File: src/rtl/coef_table_mc.sv
`timescale 1ns/1ps
// Generic synchronous FIFO with registered storage and head shown combinationally.
// Latency: a push becomes visible at the head on the following cycle.
// Backpressure: pop is ignored when empty; a push while full is taken only alongside a pop.
module fifo #(
    parameter int W = 8,
    parameter int D = 4
) (
    input  logic                 clk,
    input  logic                 rst_n,
    input  logic                 push,
    input  logic [W-1:0]         wdat,
    input  logic                 pop,
    output logic [W-1:0]         rdat,
    output logic                 empty,
    output logic [$clog2(D):0]   count
);
    localparam int PW = $clog2(D);

    logic [W-1:0]  mem [D];
    logic [PW-1:0] wp, rp;
    logic          full, wr_en, rd_en;

    assign empty = (count == '0);
    assign full  = (count == (PW+1)'(D));
    assign rd_en = pop && !empty;
    assign wr_en = push && (!full || rd_en);
    assign rdat  = mem[rp];

    always_ff @(posedge clk) begin
        if (wr_en) mem[wp] <= wdat;
    end

    always_ff @(posedge clk or negedge rst_n) begin
        if (!rst_n) begin
            wp    <= '0;
            rp    <= '0;
            count <= '0;
        end else begin
            if (wr_en) wp <= wp + 1'b1;
            if (rd_en) rp <= rp + 1'b1;
            case ({wr_en, rd_en})
                2'b10:   count <= count + 1'b1;
                2'b01:   count <= count - 1'b1;
                default: count <= count;
            endcase
        end
    end
endmodule

// Multi-channel coefficient ROM front end: round-robin grant, 2-cycle ROM, formatted FIFO output.
// Latency: 3 cycles from request transfer to out_valid when the FIFO is empty.
// Backpressure: grants stop once FIFO occupancy plus reads in flight reaches FD.
module coef_table_mc #(
    parameter int NCH = 2,
    parameter int AW  = 11,
    parameter int CW  = 24,
    parameter int FD  = 4
) (
    input  logic                                 Fg_clk,
    input  logic                                 Resetn,
    input  logic [NCH-1:0]                       req_valid,
    input  logic [NCH*AW-1:0]                    req_addr,
    output logic [NCH-1:0]                       req_ready,
    output logic [AW-1:0]                        rom_ad,
    output logic                                 rom_ce,
    input  logic [2*CW-1:0]                      rom_dout,
    output logic                                 out_valid,
    input  logic                                 out_ready,
    output logic [((NCH > 1) ? $clog2(NCH) : 1)-1:0] out_ch,
    output logic [31:0]                          sine1x,
    output logic [31:0]                          cos2x
);
    localparam int TW   = (NCH > 1) ? $clog2(NCH) : 1;
    localparam int CNTW = $clog2(FD);
    localparam int SW   = CNTW + 2;
    localparam int FW   = TW + 2*CW;

    logic [TW-1:0]   last_q, gnt_idx, rr_c;
    logic            gnt_any, credit_ok;
    logic            v1_q, v2_q;
    logic [TW-1:0]   t1_q, t2_q;
    logic [CNTW:0]   occ;
    logic [SW-1:0]   used;
    logic            f_empty;
    logic [FW-1:0]   f_rdat, head;
    logic [CW-1:0]   sin_f, cos_f;
    logic [27:0]     sin_ext;
    logic [25:0]     cos_ext;

    // Reads already issued to the ROM hold a FIFO slot, so overflow cannot happen.
    assign used      = SW'(occ) + SW'(v1_q) + SW'(v2_q);
    assign credit_ok = Resetn && (used < SW'(FD));

    always_comb begin
        gnt_any   = 1'b0;
        gnt_idx   = '0;
        rr_c      = '0;
        req_ready = '0;
        for (int k = 0; k < NCH; k++) begin
            rr_c = TW'((int'(last_q) + 1 + k) % NCH);
            if (!gnt_any && req_valid[rr_c]) begin
                gnt_any = 1'b1;
                gnt_idx = rr_c;
            end
        end
        if (!credit_ok) gnt_any = 1'b0;
        if (gnt_any) req_ready[gnt_idx] = 1'b1;
    end

    assign rom_ce = gnt_any;
    assign rom_ad = gnt_any ? req_addr[gnt_idx*AW +: AW] : '0;

    always_ff @(posedge Fg_clk or negedge Resetn) begin
        if (!Resetn) begin
            last_q <= TW'(NCH - 1);
            v1_q   <= 1'b0;
            v2_q   <= 1'b0;
            t1_q   <= '0;
            t2_q   <= '0;
        end else begin
            if (gnt_any) last_q <= gnt_idx;
            v1_q <= gnt_any;
            t1_q <= gnt_idx;
            v2_q <= v1_q;
            t2_q <= t1_q;
        end
    end

    fifo #(.W(FW), .D(FD)) u_fifo (
        .clk   (Fg_clk),
        .rst_n (Resetn),
        .push  (v2_q),
        .wdat  ({t2_q, rom_dout}),
        .pop   (out_ready),
        .rdat  (f_rdat),
        .empty (f_empty),
        .count (occ)
    );

    // Stale storage behind an empty FIFO must not leak onto the outputs.
    assign head      = f_empty ? '0 : f_rdat;
    assign out_valid = !f_empty;
    assign out_ch    = head[FW-1 -: TW];
    assign sin_f     = head[2*CW-1:CW];
    assign cos_f     = head[CW-1:0];
    assign sin_ext   = 28'(sin_f) << (28 - CW);
    assign cos_ext   = 26'(cos_f) << (26 - CW);
    assign sine1x    = {4'b0000, sin_ext};
    assign cos2x     = {6'b001111, cos_ext};
endmodule
File: config.mk
export PLATFORM = sky130hd
export DESIGN_NAME = coef_table_mc
export DESIGN_NICKNAME = d
export VERILOG_FILES = /design/src/rtl/coef_table_mc.sv
export SDC_FILE = /design/constraint.sdc
export NUM_CORES = 1
export LEC_CHECK = 0
export CORE_MARGIN = 3
export CORE_UTILIZATION = 56
export CTS_BUF_LIST = sky130_fd_sc_hd__clkbuf_8 sky130_fd_sc_hd__clkbuf_16
export CTS_CLUSTER_DIAMETER = 50
export DETAILED_ROUTE_END_ITERATION = 10
export PLACE_DENSITY = 0.9
export RECOVER_POWER = 50
export SETUP_SLACK_MARGIN = 0.05
export SYNTH_ARGS = -nofsm -noshare
export SYNTH_HDL_FRONTEND = slang
export SYNTH_HIERARCHICAL = 1
export SYNTH_SLANG_ARGS = --single-unit
File: constraint.sdc
create_clock -name Fg_clk -period 3.75 [get_ports Fg_clk]
set_clock_uncertainty 0.05 [all_clocks]
set_input_delay 0.375 -clock Fg_clk [delete_from_list [all_inputs] [get_ports Fg_clk]]
set_output_delay 0.375 -clock Fg_clk [all_outputs]
set_load 0.005 [all_outputs]
==> results.yml, run 1 <==
placement:
  port_buffers: 138
  gp_congestion: 0.7452
  hpwl_um: 10280
die:
  start_util: 0.5748
  core-area_um2: 14640
  rows: 44
  die_h_um: 128.6
  die_width_um: 128.6
  io_pins: 155
  dieArea_um2: 16540
worst_setup_path:
  end_kind: "output port"
  r2r-start: "v2_q"
  critical_path.max_fanout: 50
  worstPathRequired_ns: 3.32
  path_cells: "or3_1, inv_2, nor2b_1, clkdlybuf4s50_1"
  critPathLaunchType: "register"
  timing.rr.end: "u_fifo/mem[0][10]"
  reg2reg_depth: 3
  worstPathArrival_ns: 2.85
  ff2ff_setup_slack_ns: 0.99
  slowest_stage: "inv_2"
  timing_worst_setup_path_type: "reg -> out"
  cpPeakStageDelay_ns: 0.71
timing:
  fin_tns_setup_ns: 0
  slew_violations: 0
  hold_viol: 0
  slew_headroom: 0.1313
  final-setup-viol-count: 0
  fin_crit_ns: 3.277
  worst_slew_pin_slew_ns: 1.302
  timing.final.crit_share: 0.8737
  fmax_mhz: 305.2
  grt_setup_unrepaired: "no"
global_route:
  globalRouteOverflowTotal: 0
  grt_use_total: 0.2039
  grt_pass1_vias: 4712
  grt_max_degree: 51
  grt_pass1_wl_um: 25720
  grt_antenna_before_repair: 3
route:
  vias: 4411
  drc_errors: 0
  via_per_inst: 5.641
  ant_nets: 0
  wire_per_inst_um: 20.99
  drtIter0Drc: 310
  drtPass1Iterations: 4
  routed_wl_um: 16420
pwr:
  ir_worst_vdd_uv: 332.9
  p_total_mw: 7.936
  p_leak_nw: 3.630
  p_per_area_nw_per_um2: 742.8
logic_synthesis:
  ys_ff_latch: 208
  synth_edf_count: 196
  netlist_instances: 433
  seq_area_frac_synth: 0.7350
  avgSynthCellArea_um2: 19.44
  ys.flop_type: "edfxtp_1"
  yosysWarnings: 6
  async_flop_share: 0.05769
  yosys.cell_types.count: 42
  synth_area_um2: 8418
cts:
  clock-root-buffer: "clkbuf_16"
  post_cts_buffers: 0
  cts_buffer_depth: 3
  cts.reportedPaths.clkPinSlew_ns: 0.06
  hold_buffers: 0
  ctsResizeCount: 0
  clock_sinks: 208
  cts_made_buffers: 22
  clock_latency_ns: 0.49
  cts_tree: "done"
  htree_levels: 1
layout:
  layout-drive-gt1-share: 0.1823
  fillerInstances: 842
  nets: 663
  area_growth_pct: 26.92
  diodes: 0
min_path:
  holdPathEnd: "t2_q"
  hold_start: "t1_q"
  hp-class: "reg -> reg"
  hold_depth: 0
run_status:
  outcome: "finished clean"
flow_run:
  drv_cap: 0
## cell usage in the layout (no fill, tap or decap), types with 3 or more instances in the layout
| cell | synthesis | layout |
|---|---|---|
| buf_4 | 17 | 7 |
| a21oi_1 | 5 | 5 |
| clkdlybuf4s50_1 | 0 | 89 |
| edfxtp_1 | 196 | 196 |
| xnor2_1 | 3 | 3 |
| a21oi_2 | 8 | 8 |
| dlygate4sd3_1 | 0 | 49 |
| nor2_1 | 3 | 3 |
| nor2b_1 | 51 | 51 |
| buf_12 | 0 | 3 |
| clkbuf_16 | 0 | 23 |
| ha_1 | 5 | 5 |
| mux4_2 | 49 | 49 |
| nand2_1 | 24 | 24 |
| dfrtp_1 | 11 | 9 |
| inv_1 | 8 | 14 |
| conb_1 | 2 | 16 |
## worst max-delay path by stage
stage / startpoint / end / slack [ns] / depth (start not counted)
after CTS: u_fifo/count[0] / sine1x[9] / 0.43 / 4
final: u_fifo/count[0] / sine1x[9] / 0.47 / 4
after global placement: u_fifo/rp[0] / sine1x[9] / 1.01 / 4
after detailed placement: u_fifo/count[0] / sine1x[9] / 0.96 / 4
after floorplan: v2_q / u_fifo/mem[0][0] / 1.29 / 3
after global routing: u_fifo/count[0] / sine1x[9] / 0.27 / 4
## Yosys cell counts, types with 2 or more instances
cell | n | share of area
edfxtp_1 | 196 | 0.70
nor2b_1 | 51 | 0.038
mux4_2 | 49 | 0.13
nand2_1 | 24 | 0.011
buf_4 | 17 | 0.015
clkbuf_1 | 11 | 0.0049
dfrtp_1 | 11 | 0.033
a21oi_2 | 8 | 0.0083
buf_2 | 8 | 0.0048
inv_1 | 8 | 0.0036
a21oi_1 | 5 | 0.0030
ha_1 | 5 | 0.0074
and2_1 | 4 | 0.0030
nor2_1 | 3 | 0.0013
xnor2_1 | 3 | 0.0031
conb_1 | 2 | 0.00089
nand3_1 | 2 | 0.0012
xor2_1 | 2 | 0.0021
## report_power, final
part	total (mW)	switching [mW]	leakage (nW)	internal (mW)
Sequential	3.19	0.282	1.92	2.90
Clock	2.08	0.815	0.372	1.27
Combinational	2.67	1.06	1.34	1.61
## registers in the layout, indices dropped and copies added, names as in the netlist
signal	count
t2_q	1
last_q	1
v1_q	1
v2_q	1
u_fifo/mem	196
u_fifo/wp	2
u_fifo/count	3
u_fifo/rp	2
t1_q	1
## cells by family after synthesis
| group | after synthesis | synth area share |
|---|---|---|
| buffers and inverters | 48 | 0.03255 |
| other | 2 | 0.0008921 |
| AO/OA/AOI/OAI | 24 | 0.02363 |
| flip-flops | 208 | 0.7350 |
| multiplexers | 51 | 0.1342 |
| XOR/XNOR | 5 | 0.005203 |
| AND/OR/NAND/NOR | 89 | 0.05871 |
| adder cells (fa/ha/maj) | 6 | 0.009810 |
## area by class of cell
class                      count  area, um2  share of cell area
multi-input combinational    191       2008              0.1880
clock buffer                  24      589.3             0.05516
timing repair buffer         149       1498              0.1402
clock inverter                16      127.6             0.01195
inverter                      10      38.79            0.003630
sequential                   208       6192              0.5796
tap                          184      230.2             0.02155
## worst max-delay path: cells and delay by family, from the launching register on
family	cells	cell delay (ns)
simple gates	2	0.67
flops	1	0.47
buf+inv	2	1.22
## layer usage
metal,track usage,share of wire
met1,0.2612,0.38
met2,0.3451,0.52
met3,0.04981,0.074
met4,0.07227,0.028
met5,0,0.0017
## per-stage QoR
step	hold WS [ns]	util	instances	cell area [um2]	setup slack (ns)
global route	0.3360	0.7296	782	10680	0.2654
floorplan	0.02941	-	447	8471	1.292
detailed placement	0.3044	0.6813	742	9977	0.9575
CTS	0.1316	0.7303	782	10690	0.4304
global placement	0.2912	0.6813	742	9977	1.010
finish	0.3162	0.7296	782	10680	0.4735
(Power assumes the default switching activity.)
==> run 2: changes to the inputs <==
==> constraint.sdc (replaced) <==
create_clock -name Fg_clk -period 3.75 [get_ports Fg_clk]
set_clock_uncertainty 0.05 [all_clocks]
set_input_delay 0.75 -clock Fg_clk [delete_from_list [all_inputs] [get_ports Fg_clk]]
set_output_delay 0.75 -clock Fg_clk [all_outputs]
set_load 0.005 [all_outputs]
==> run 2 against run 1 <==
Net effect:
- the flow now finishes with violations (max-capacitance violations, max-slew violations)
- clock-buffer cell count fell by 2
- die area is the same
- worst setup slack got worse by 0.23 ns
- via count down 1.1%
- sequential power is 3% lower
- sequential cell count did not move
- largest cell class unchanged
- routed wire length is 2.3% lower
- non-clock buffer count rose by 3
- design area grew 0.16%
- combinational power rose by 5%
==> results.yml, run 2 (same netlist as run 1, synthesis figures left out) <==
placement:
  placed_area_um2: 10000
  port_buffers: 138
  hpwl_um: 10080
  gp_congestion: 0.7614
  place_worst_setup_slack_ns: 0.3954
die:
  io_pins: 155
  core-area_um2: 14640
  die_width_um: 128.6
  die_h_um: 128.6
  start_util: 0.5748
  dieArea_um2: 16540
  rows: 44
timing:
  grt_setup_unrepaired: "no"
  worst_slew_pin_slew_ns: 1.609
  fin_tns_setup_ns: 0
  fmax_mhz: 285.5
  postLayoutSetupSlackWorst_ns: 0.2471
  final-setup-viol-count: 0
  fin_crit_ns: 3.503
  timing.final.crit_share: 0.9341
  slew_headroom: -0.07289
  hold_viol: 0
  slew_violations: 76
cts:
  cts_made_buffers: 21
  cts_tree: "done"
  cts_buffer_depth: 3
  hold_buffers: 0
  clock_latency_ns: 0.48
  clock-root-buffer: "clkbuf_16"
  clock_sinks: 208
  htree_levels: 1
  cts.reportedPaths.clkPinSlew_ns: 0.06
worst_setup_path:
  worstPathArrival_ns: 2.70
  path_delay_family: "buffers and inverters"
  path_common_cell: "clkdlybuf4s50_1"
  slowest_stage: "clkdlybuf4s50_1"
  critical_path.max_fanout: 14
  critPathLaunchType: "input pin"
  timing_worst_setup_path_type: "in -> out"
  worstPathRequired_ns: 2.95
  end_kind: "output port"
  cpPeakStageDelay_ns: 0.52
  cp_num_buf_inv: 3
  path_cells: "clkdlybuf4s50_1, a21bo_4, clkinvlp_2, nand2_1, a21oi_1, clkdlybuf4s50_1"
route:
  wire_per_inst_um: 20.45
  drtPass1Iterations: 4
  wl_met1_um: 6242
  drc_errors: 0
  ant_nets: 0
  met2_length_um: 8413
  vias: 4362
  wl_met3_um: 1114
  topRoutingLayerUsed: "met5"
  routed_wl_um: 16030
  via_per_inst: 5.564
  drtIter0Drc: 225
pwr:
  ir_worst_vdd_uv: 416.2
  p_per_area_nw_per_um2: 742.7
  p_leak_nw: 3.630
layout:
  largest_reg_flops: 196
  mostFrequentLayoutCells: "edfxtp_1 (196), clkdlybuf4s50_1 (88), nor2b_1 (51)"
  reg_top3: "u_fifo/mem: 196 flops, u_fifo/count: 3 flops"
  nets: 665
  top_register: "u_fifo/mem"
  fin_area_um2: 10700
  layout-drive-gt1-share: 0.1823
  mostFrequentLayoutCell: "edfxtp_1"
  area_growth_pct: 27.13
global_route:
  grt_antenna_before_repair: 3
  globalRouteOverflowTotal: 0
  grt_max_degree: 45
  grt_pass1_wl_um: 25050
  grt_use_total: 0.1971
  grt_pass1_vias: 4617
run_status:
  violations: "max-capacitance violations, max-slew violations"
  outcome: "finished, violations left"
min_path:
  hp-class: "reg -> reg"
flow_run:
  drv_cap: 3
-- run 2: power by group --
part / internal (mW) / total (mW) / switching [mW]
registers: 2.91 / 3.10 / 0.195
clock network: 1.25 / 2.05 / 0.801
logic: 1.66 / 2.80 / 1.13
-- run 2: worst reg2reg max path, cell delays in order, from the launching register on --
cell and delay (ns):
dfrtp_1 0.56, o41a_1 0.35, and2_2 0.19, clkbuf_1 1.16
-- run 2: layout make-up --
cell class	instances	area [um2]
diodes	2	5.005
clock buffers	22	539.3
clock inverters	15	150.1
fillers	835	3943
inverters	10	38.79
multi-input cells	191	2004
flip-flops and latches	208	6192
well taps	184	230.2
repair buffers	152	1541
-- run 2: stage by stage --
stage	hold WS, ns	power (mW)	cells	util
after floorplan	0.2812	4.608	447	-
after global placement	0.2853	5.868	744	0.6832
after detailed placement	0.3061	5.968	744	0.6832
after CTS	0.3055	8.038	781	0.7303
after global routing	0.3241	8.361	782	0.7304
final	0.3018	7.948	784	0.7308
-- run 2: what timing repair did --
item	CTS	global route
resized for setup	0	0
setup buffers	0	1
setup endpoints to repair	0	16
-- run 2: final timing paths --
kind | from | endpoint | slack (ns) | depth (start not counted)
hold reg to reg | t1_q | t2_q | 0.30 | 0
max in group asynchronous | Resetn | u_fifo/rp[0] | 2.39 | 2
setup reg to reg | v2_q | u_fifo/mem[3][32] | 1.02 | 3
setup / recovery | req_valid[0] | rom_ad[0] | 0.25 | 6
min in group asynchronous | Resetn | t2_q | 0.78 | 2
hold / removal | t1_q | t2_q | 0.30 | 0
-- run 2: layer usage --
layer / global-route usage / vias up
met5: 0 / -
met4: 0.04941 / 4
met3: 0.04774 / 32
met2: 0.3439 / 169
met1: 0.2526 / 2205
li1: - / 1952
